File: config.mk
export PLATFORM = sky130hd
export DESIGN_NAME = reg_share_arb
export DESIGN_NICKNAME = d
export VERILOG_FILES = /design/src/rtl/reg_share_pkg.sv /design/src/rtl/rr_pick.sv /design/src/rtl/reg_share_arb.sv
export SDC_FILE = /design/constraint.sdc
export NUM_CORES = 1
export LEC_CHECK = 0
export BUFFER_PORTS_ARGS = -buffer_cell sky130_fd_sc_hd__buf_2
export CORE_ASPECT_RATIO = 0.75
export CORE_MARGIN = 2
export CORE_UTILIZATION = 48
export CTS_BUF_LIST = sky130_fd_sc_hd__clkbuf_2
export CTS_CLUSTER_SIZE = 10
export DETAILED_ROUTE_END_ITERATION = 6
export GPL_TIMING_DRIVEN = 0
export PLACE_DENSITY = 0.86
export SLEW_MARGIN = 20
export SYNTH_ARGS = -nofsm -noshare
export SYNTH_HDL_FRONTEND = slang
export SYNTH_HIERARCHICAL = 1
export SYNTH_SLANG_ARGS = --single-unit
File: constraint.sdc
create_clock -name clk -period 2.3 [get_ports clk]
set_input_delay 0.23 -clock clk [delete_from_list [all_inputs] [get_ports clk]]
set_output_delay 0.23 -clock clk [all_outputs]
set_load 0.01 [all_outputs]
File: src/rtl/reg_share_pkg.sv
// Shared definitions for the shared-register arbiter and its picker.
package reg_share_pkg;

    typedef enum logic [1:0] {
        IDLE    = 2'b00,
        GRANT   = 2'b01,
        RELEASE = 2'b10,
        ILLEGAL = 2'b11
    } state_e;

    localparam int DEF_WIDTH = 8;
    localparam int DEF_NREQ  = 4;
    localparam int DEF_HOLD  = 2;

    // Bits needed to index n items; never less than one so ports stay legal.
    function automatic int clog2w(input int n);
        int r;
        r = 1;
        for (int i = 1; i < 31; i++) begin
            if ((1 << i) < n) r = i + 1;
        end
        return r;
    endfunction

endpackage

File: src/rtl/rr_pick.sv
// Combinational round-robin picker: first set request at or after ptr, wrapping.
module rr_pick #(
    parameter int NREQ = 4,
    parameter int IW   = 2
) (
    input  logic [NREQ-1:0] req,
    input  logic [IW-1:0]   ptr,
    output logic [IW-1:0]   winner,
    output logic            any
);

    // Walk offsets from farthest to nearest so the nearest hit is the one kept.
    always_comb begin
        winner = '0;
        any    = 1'b0;
        for (int k = NREQ - 1; k >= 0; k--) begin
            int idx;
            idx = int'(ptr) + k;
            if (idx >= NREQ) idx = idx - NREQ;
            if (req[idx]) begin
                winner = IW'(idx);
                any    = 1'b1;
            end
        end
    end

endmodule

File: src/rtl/reg_share_arb.sv
// Round-robin owner of one shared WIDTH-bit register: grant, load once, hold, release.
module reg_share_arb
    import reg_share_pkg::*;
#(
    parameter  int WIDTH = DEF_WIDTH,
    parameter  int NREQ  = DEF_NREQ,
    parameter  int HOLD  = DEF_HOLD,
    localparam int IW    = clog2w(NREQ),
    localparam int CW    = clog2w(HOLD)
) (
    input  logic                  clk,
    input  logic                  rst,
    input  logic [NREQ-1:0]       req,
    input  logic [NREQ*WIDTH-1:0] wdata,
    output logic [NREQ-1:0]       gnt,
    output logic [IW-1:0]         owner,
    output logic [WIDTH-1:0]      q,
    output logic                  busy,
    output logic [NREQ-1:0]       done
);

    state_e           state_q, state_d;
    logic [IW-1:0]    owner_q, owner_d;
    logic [IW-1:0]    ptr_q,   ptr_d;
    logic [CW-1:0]    cnt_q,   cnt_d;
    logic [WIDTH-1:0] q_q,     q_d;

    logic [IW-1:0]    win;
    logic             win_any;
    logic [WIDTH-1:0] wsel;
    logic [NREQ-1:0]  owner_oh;

    rr_pick #(
        .NREQ (NREQ),
        .IW   (IW)
    ) u_pick (
        .req    (req),
        .ptr    (ptr_q),
        .winner (win),
        .any    (win_any)
    );

    assign wsel     = wdata[owner_q*WIDTH +: WIDTH];
    assign owner_oh = {{(NREQ-1){1'b0}}, 1'b1} << owner_q;

    // State, owner, pointer, hold counter and the shared register; reset wipes all.
    always_ff @(posedge clk or negedge rst) begin
        if (!rst) begin
            state_q <= IDLE;
            owner_q <= '0;
            ptr_q   <= '0;
            cnt_q   <= '0;
            q_q     <= '0;
        end else begin
            state_q <= state_d;
            owner_q <= owner_d;
            ptr_q   <= ptr_d;
            cnt_q   <= cnt_d;
            q_q     <= q_d;
        end
    end

    // Next state: arbitrate in IDLE, load on the first GRANT edge, advance ptr on RELEASE.
    always_comb begin
        state_d = state_q;
        owner_d = owner_q;
        ptr_d   = ptr_q;
        cnt_d   = cnt_q;
        q_d     = q_q;
        case (state_q)
            IDLE: begin
                if (win_any) begin
                    state_d = GRANT;
                    owner_d = win;
                    cnt_d   = '0;
                end
            end
            GRANT: begin
                if (cnt_q == '0) q_d = wsel;
                cnt_d = cnt_q + 1'b1;
                if (cnt_q == CW'(HOLD - 1)) state_d = RELEASE;
            end
            RELEASE: begin
                state_d = IDLE;
                ptr_d   = (owner_q == IW'(NREQ - 1)) ? '0 : owner_q + 1'b1;
            end
            default: state_d = IDLE;
        endcase
    end

    // Outputs are pure decodes of registered state.
    always_comb begin
        gnt  = '0;
        done = '0;
        busy = (state_q != IDLE);
        if (state_q == GRANT)   gnt  = owner_oh;
        if (state_q == RELEASE) done = owner_oh;
    end

    assign owner = owner_q;
    assign q     = q_q;

endmodule

* After elaboration in Yosys (flattened, before gate mapping)
Cells that the tools add are included.
Word-level totals: bits in writable memories 0, memories 0, input bits 38, ROM bits 0, logic and storage cells 69, flip-flop bits (word level) 15, bits in latches 0
Operators by class: multiply operators 0, shifts and indexed selects 2, muxes and demuxes 32, bitwise operators 1, divide/modulo/power cells 0, magnitude comparators 8, $add $sub $neg 9, reduce and logical (&&, ||, !) cells 7, equal/unequal tests 5
Operators by type and width (count):
- 32-bit by 4-bit less-than comparator with 1-bit output, second input constant | 4
- 32-bit 2-to-1 mux | 4
- 32-bit by 4-bit >= comparator with 1-bit output, second input constant | 3
- 32-bit by 4-bit subtractor with 32-bit output, second input constant | 3
- 32-bit by 6-bit variable part select with 8-bit output | 1
- 2-bit 2-to-1 mux | 7
- 1-bit 2-to-1 mux | 13
- 1-bit binary-select mux with 2-bit select | 4
- 4-bit 2-to-1 mux | 2
- 2-bit AND reduction | 4
- 2-bit by 2-bit adder with 3-bit output, second input constant | 2
- 2-bit equality test, second input constant | 2
- 2-bit case mux with 2 select lines | 1
- 2-bit nonzero test | 2
- 1-bit by 2-bit << shifter with 4-bit output, first input constant | 1
- 2-bit by 3-bit subtractor with 4-bit output, second input constant | 1
- 2-bit by 1-bit adder with 3-bit output, second input constant | 1
- 2-bit by 3-bit >= comparator with 1-bit output, second input constant | 1
- 2-bit by 1-bit adder with 2-bit output, second input constant | 1
- 2-bit by 1-bit equality test with 1-bit output, second input constant | 1
- 2-bit zero test | 1
- 2-bit by 1-bit inequality test with 1-bit output, second input constant | 1
- 2-bit inequality test, second input constant | 1
- 1-bit case mux with 2 select lines | 1
- 2 further kinds | 2

* Depth between registers and ports, before layout
word-level depth 12, depth in mapped cells 4, depth with buffers taken out 4

* Cells and area by module
Netlist, hierarchy kept.
By module, submodules not included:
- reg_share_arb | area an instance 913.4 um2, times used 1, cells an instance 62
- rr_pick | area an instance 77.6 um2, times used 1, cells an instance 13

* Worst setup path before layout
OpenSTA, ideal clock, no wires.
path type reg-to-reg, from register owner_q[0], in the netlist owner[0], to register q_q[0], in the netlist q[0], path buffers 1, path slack 795 ps, required time 2175 ps, stages on the path, launching flop included 4, arrival time 1380 ps, cell sequence dfrtp_1 -> buf_6 -> mux4_2 -> mux2_4
On the way: longest elaborated chain between the ends 1
RTL lines:
- from (decl) | line reg_share_arb.sv:23 | logic [IW-1:0] owner_q, owner_d;
- from (signal assigned) | line reg_share_arb.sv:56 | owner_q <= owner_d;
- 32-bit by 6-bit variable part select with 8-bit output | line reg_share_arb.sv:43 | assign wsel = wdata[owner_q*WIDTH +: WIDTH];
- to (signal assigned) | line reg_share_arb.sv:59 | q_q <= q_d;
- to (decl) | line reg_share_arb.sv:26 | logic [WIDTH-1:0] q_q, q_d;
No other way between the ends. A chain may end at the register's enable or synchronous reset.

* Worst setup path after layout
from register owner_q[1], in the netlist owner[1], to output gnt[1]
On the way: longest elaborated chain between the ends 2
RTL lines:
- 1-bit by 2-bit << shifter with 4-bit output | line reg_share_arb.sv:44 | assign owner_oh = {{(NREQ-1){1'b0}}, 1'b1} << owner_q;
- 4-bit 2-to-1 mux | line reg_share_arb.sv:96 | if (state_q == GRANT) gnt = owner_oh;
- to (decl) | line reg_share_arb.sv:15 | output logic [NREQ-1:0] gnt,
No other way between the ends.

==> flow_metrics.py <==
metrics = {
    "route": {
        "totalWireLength_mm": 2.26,
        "num_vias": 826,
        "routed_via_density": 5.16,
        "antenna_left": 0,
        "wire_per_inst_um": 14.1,
        "drt_iter0_drc": 18,
        "firstDrtPassIters": 4,
        "drc": 0,
    },
    "worst_setup_path": {
        "cpPeakStageDelay_ns": 0.43,
        "cp_data_required_time_ns": 2.07,
        "worstPathArrival_ns": 1.73,
        "path_class": "flip-flop to primary output",
        "end_kind": "primary output",
        "cp_cell_sequence": "clkbuf_1, inv_1, ha_1, and2_1, buf_2",
        "path_max_fanout": 10,
        "crit_slowest_cell": "clkbuf_1",
        "critPathBufInv": 3,
        "crit_path_start_kind": "flip-flop",
        "cp_top_family": "buffers and inverters",
    },
    "global_routing": {
        "grt_max_degree": 16,
        "overflow": 0,
        "first_global_vias": 814,
        "grt_first_pass_wirelength_mm": 3.66,
        "antenna_found_initial": 0,
        "grtUsageTotal_pct": 19.6,
    },
    "final_layout": {
        "nets": 179,
        "fin_util_pct": 67.3,
        "antenna_cells": 0,
        "drive_gt1_share_pct": 61.8,
        "area_delta_synth_final_pct": 34.3,
    },
    "status": {
        "outcome": "complete, no violations",
    },
    "synth": {
        "yosysTopAreaCellShare_pct": 37.9,
        "synth.area.top_cells": "dfrtp_1 38%, mux4_2 16%, mux2_4 11%",
        "synth_area_um2": 991,
        "synth_fp_nets": 117,
        "synth.distinct_cells": 23,
        "yosysTopAreaCell": "dfrtp_1",
        "syn_avg_cell_area_um2": 13.2,
        "yosys_warnings": 6,
        "synth_seq_cells": 15,
        "yosysSeqAreaShare_pct": 37.9,
        "synth_edf_count": 0,
        "async_reset_ff_share_pct": 100,
        "syn_inst": 75,
        "synth_flop_cell": "dfrtp_1",
    },
    "placed_design": {
        "dp_hpwl_mm": 1.93,
        "io_buffers": 56,
        "gp_congestion": 0.819,
    },
    "clocking": {
        "path_clk_slew_ns": 0.14,
        "cts_buffers": 3,
        "root_buffer": "clkbuf_2",
        "cts_resized": 0,
        "cts_tree": "yes",
        "cts.sinks": 15,
        "clock_path_buffers": 2,
        "clk_latency_ns": 0.28,
        "ctsHtreeMaxLevel": 1,
    },
    "power_and_ir_drop": {
        "peakVddDrop_mv": 0.904,
        "power.density_nw_per_um2": 1270,
        "p_sw_share_pct": 37.9,
        "intPower_mw": 1.05,
        "p_leak_nw": 0.690,
        "p_switching_mw": 0.640,
        "p_seq_share_pct": 30.8,
        "power.share.clock_pct": 7.6,
        "pwr-share-comb_pct": 61.6,
    },
    "floorplan": {
        "num_rows": 14,
        "num_io_pins": 57,
        "core_area_um2": 1980,
        "die_w_um": 56.5,
        "initial_utilization_pct": 50.1,
        "die_height_um": 43.4,
        "dieArea_um2": 2450,
    },
    "sta": {
        "timing.setup.tns_ns": 0,
        "fin_crit_ns": 1.96,
        "setup_viol": 0,
        "rsz0062_at_grt": "false",
        "drv_slew": 0,
        "tightest_slew_ns": 0.515,
        "hold_violations": 0,
        "finClkSkew_ns": 0.00501,
        "relSlewSlack_pct": 65.7,
        "fin_crit_sh_pct": 85.2,
        "clock.fmax_mhz": 511,
    },
    "flow_run": {
        "maxCapViolations": 0,
    },
    "worst_hold_path": {
        "hold_path.class": "primary input to async pin",
    },
}
-- synth_stat cells (all sizes together), types with 2 or more instances --
library cell,instances
nand2,2
inv,2
a211oi,2
mux2,12
dfrtp,15
mux4,8
and2,9
nor3b,3
or2,2
nor2b,2
nand2b,2
nor2,5
buf,2
ha,4
-- sequential cells by signal, indices dropped and copies added, names as in the netlist --
name	flops
cnt_q	1
owner	2
ptr_q	2
q	8
state_q	2
-- stage by stage --
| step | std cells | hold WS, ns | setup WS (ns) | cell area, um^2 | power [mW] |
|---|---|---|---|---|---|
| after floorplan | 75 | -0.0656 | 0.795 | 991 | 1.27 |
| final | 160 | 0.357 | 0.341 | 1330 | 1.69 |
| after CTS | 160 | 0.363 | 0.344 | 1330 | 1.70 |
| after detailed placement | 155 | 0.148 | 0.679 | 1300 | 1.58 |
| after global placement | 155 | 0.143 | 0.686 | 1300 | 1.52 |
| after global routing | 160 | 0.366 | 0.177 | 1330 | 1.81 |
-- timing repair --
action / in CTS / in global routing
endpoints found under the setup margin: 0 / 0
setup buffers: 0 / 0
hold endpoints to repair: 15 / 0
hold buffers: 1 / 0
-- cell type report --
class                   count  area [um^2]
multi-input cells          55          588
inverters                   2         7.51
repair buffers             57          290
clock buffers               4         20.0
fillers                   143          648
plain buffers               3         20.0
well taps                  24         30.0
flip-flops and latches     15          375
-- power groups by stage --
stage / Clock [mW] / Sequential (mW) / Combinational, mW
6_report: 0.128 / 0.521 / 1.04
3_5_place_dp: 0 / 0.528 / 1.05
3_3_place_gp: 0 / 0.519 / 1.01
4_1_cts: 0.130 / 0.521 / 1.05
5_1_grt: 0.142 / 0.541 / 1.13
2_1_floorplan: 0 / 0.549 / 0.717
-- worst paths after layout --
kind / startpoint / to / slack, ns / cells after the start
min in group clk: req[0] / owner[0] / 0.38 / 3
max reg2reg: owner[1] / ptr_q[1] / 0.68 / 4
min: rst / state_q[0] / 0.36 / 2
max in group asynchronous: rst / q[4] / 1.69 / 2
min reg2reg: q[1] / q[1] / 0.53 / 1
max: owner[1] / gnt[1] / 0.34 / 5
-- cells in the final DEF (no fill, tap or decap), types with 2 or more instances in the layout --
cell and instances:
nor2_1 5, and2_1 9, mux2_2 5, nor3b_1 3
or2_2 2, inv_1 2, buf_2 57, ha_1 4
nand2b_1 2, clkbuf_2 4, nor2b_1 2, dfrtp_1 15
mux4_2 7, nand2_1 2, mux2_4 7
-- per-layer routing --
metal	part of all wire [%]	global-route usage, %
met1	41	24.9
met2	55	34.0
met3	2.6	4.78
met4	1.3	5.71
met5	0	0
-- kinds of logic after synthesis --
| group | after synthesis | synth area share [%] |
|---|---|---|
| AND/OR/NAND/NOR | 25 | 14.4 |
| multiplexers | 21 | 35.9 |
| flip-flops | 15 | 37.9 |
| AO/OA/AOI/OAI | 5 | 4.04 |
| buffers and inverters | 5 | 2.78 |
| adder cells (fa/ha/maj) | 4 | 5.05 |
No activity file was read; power rests on OpenSTA's default activity.
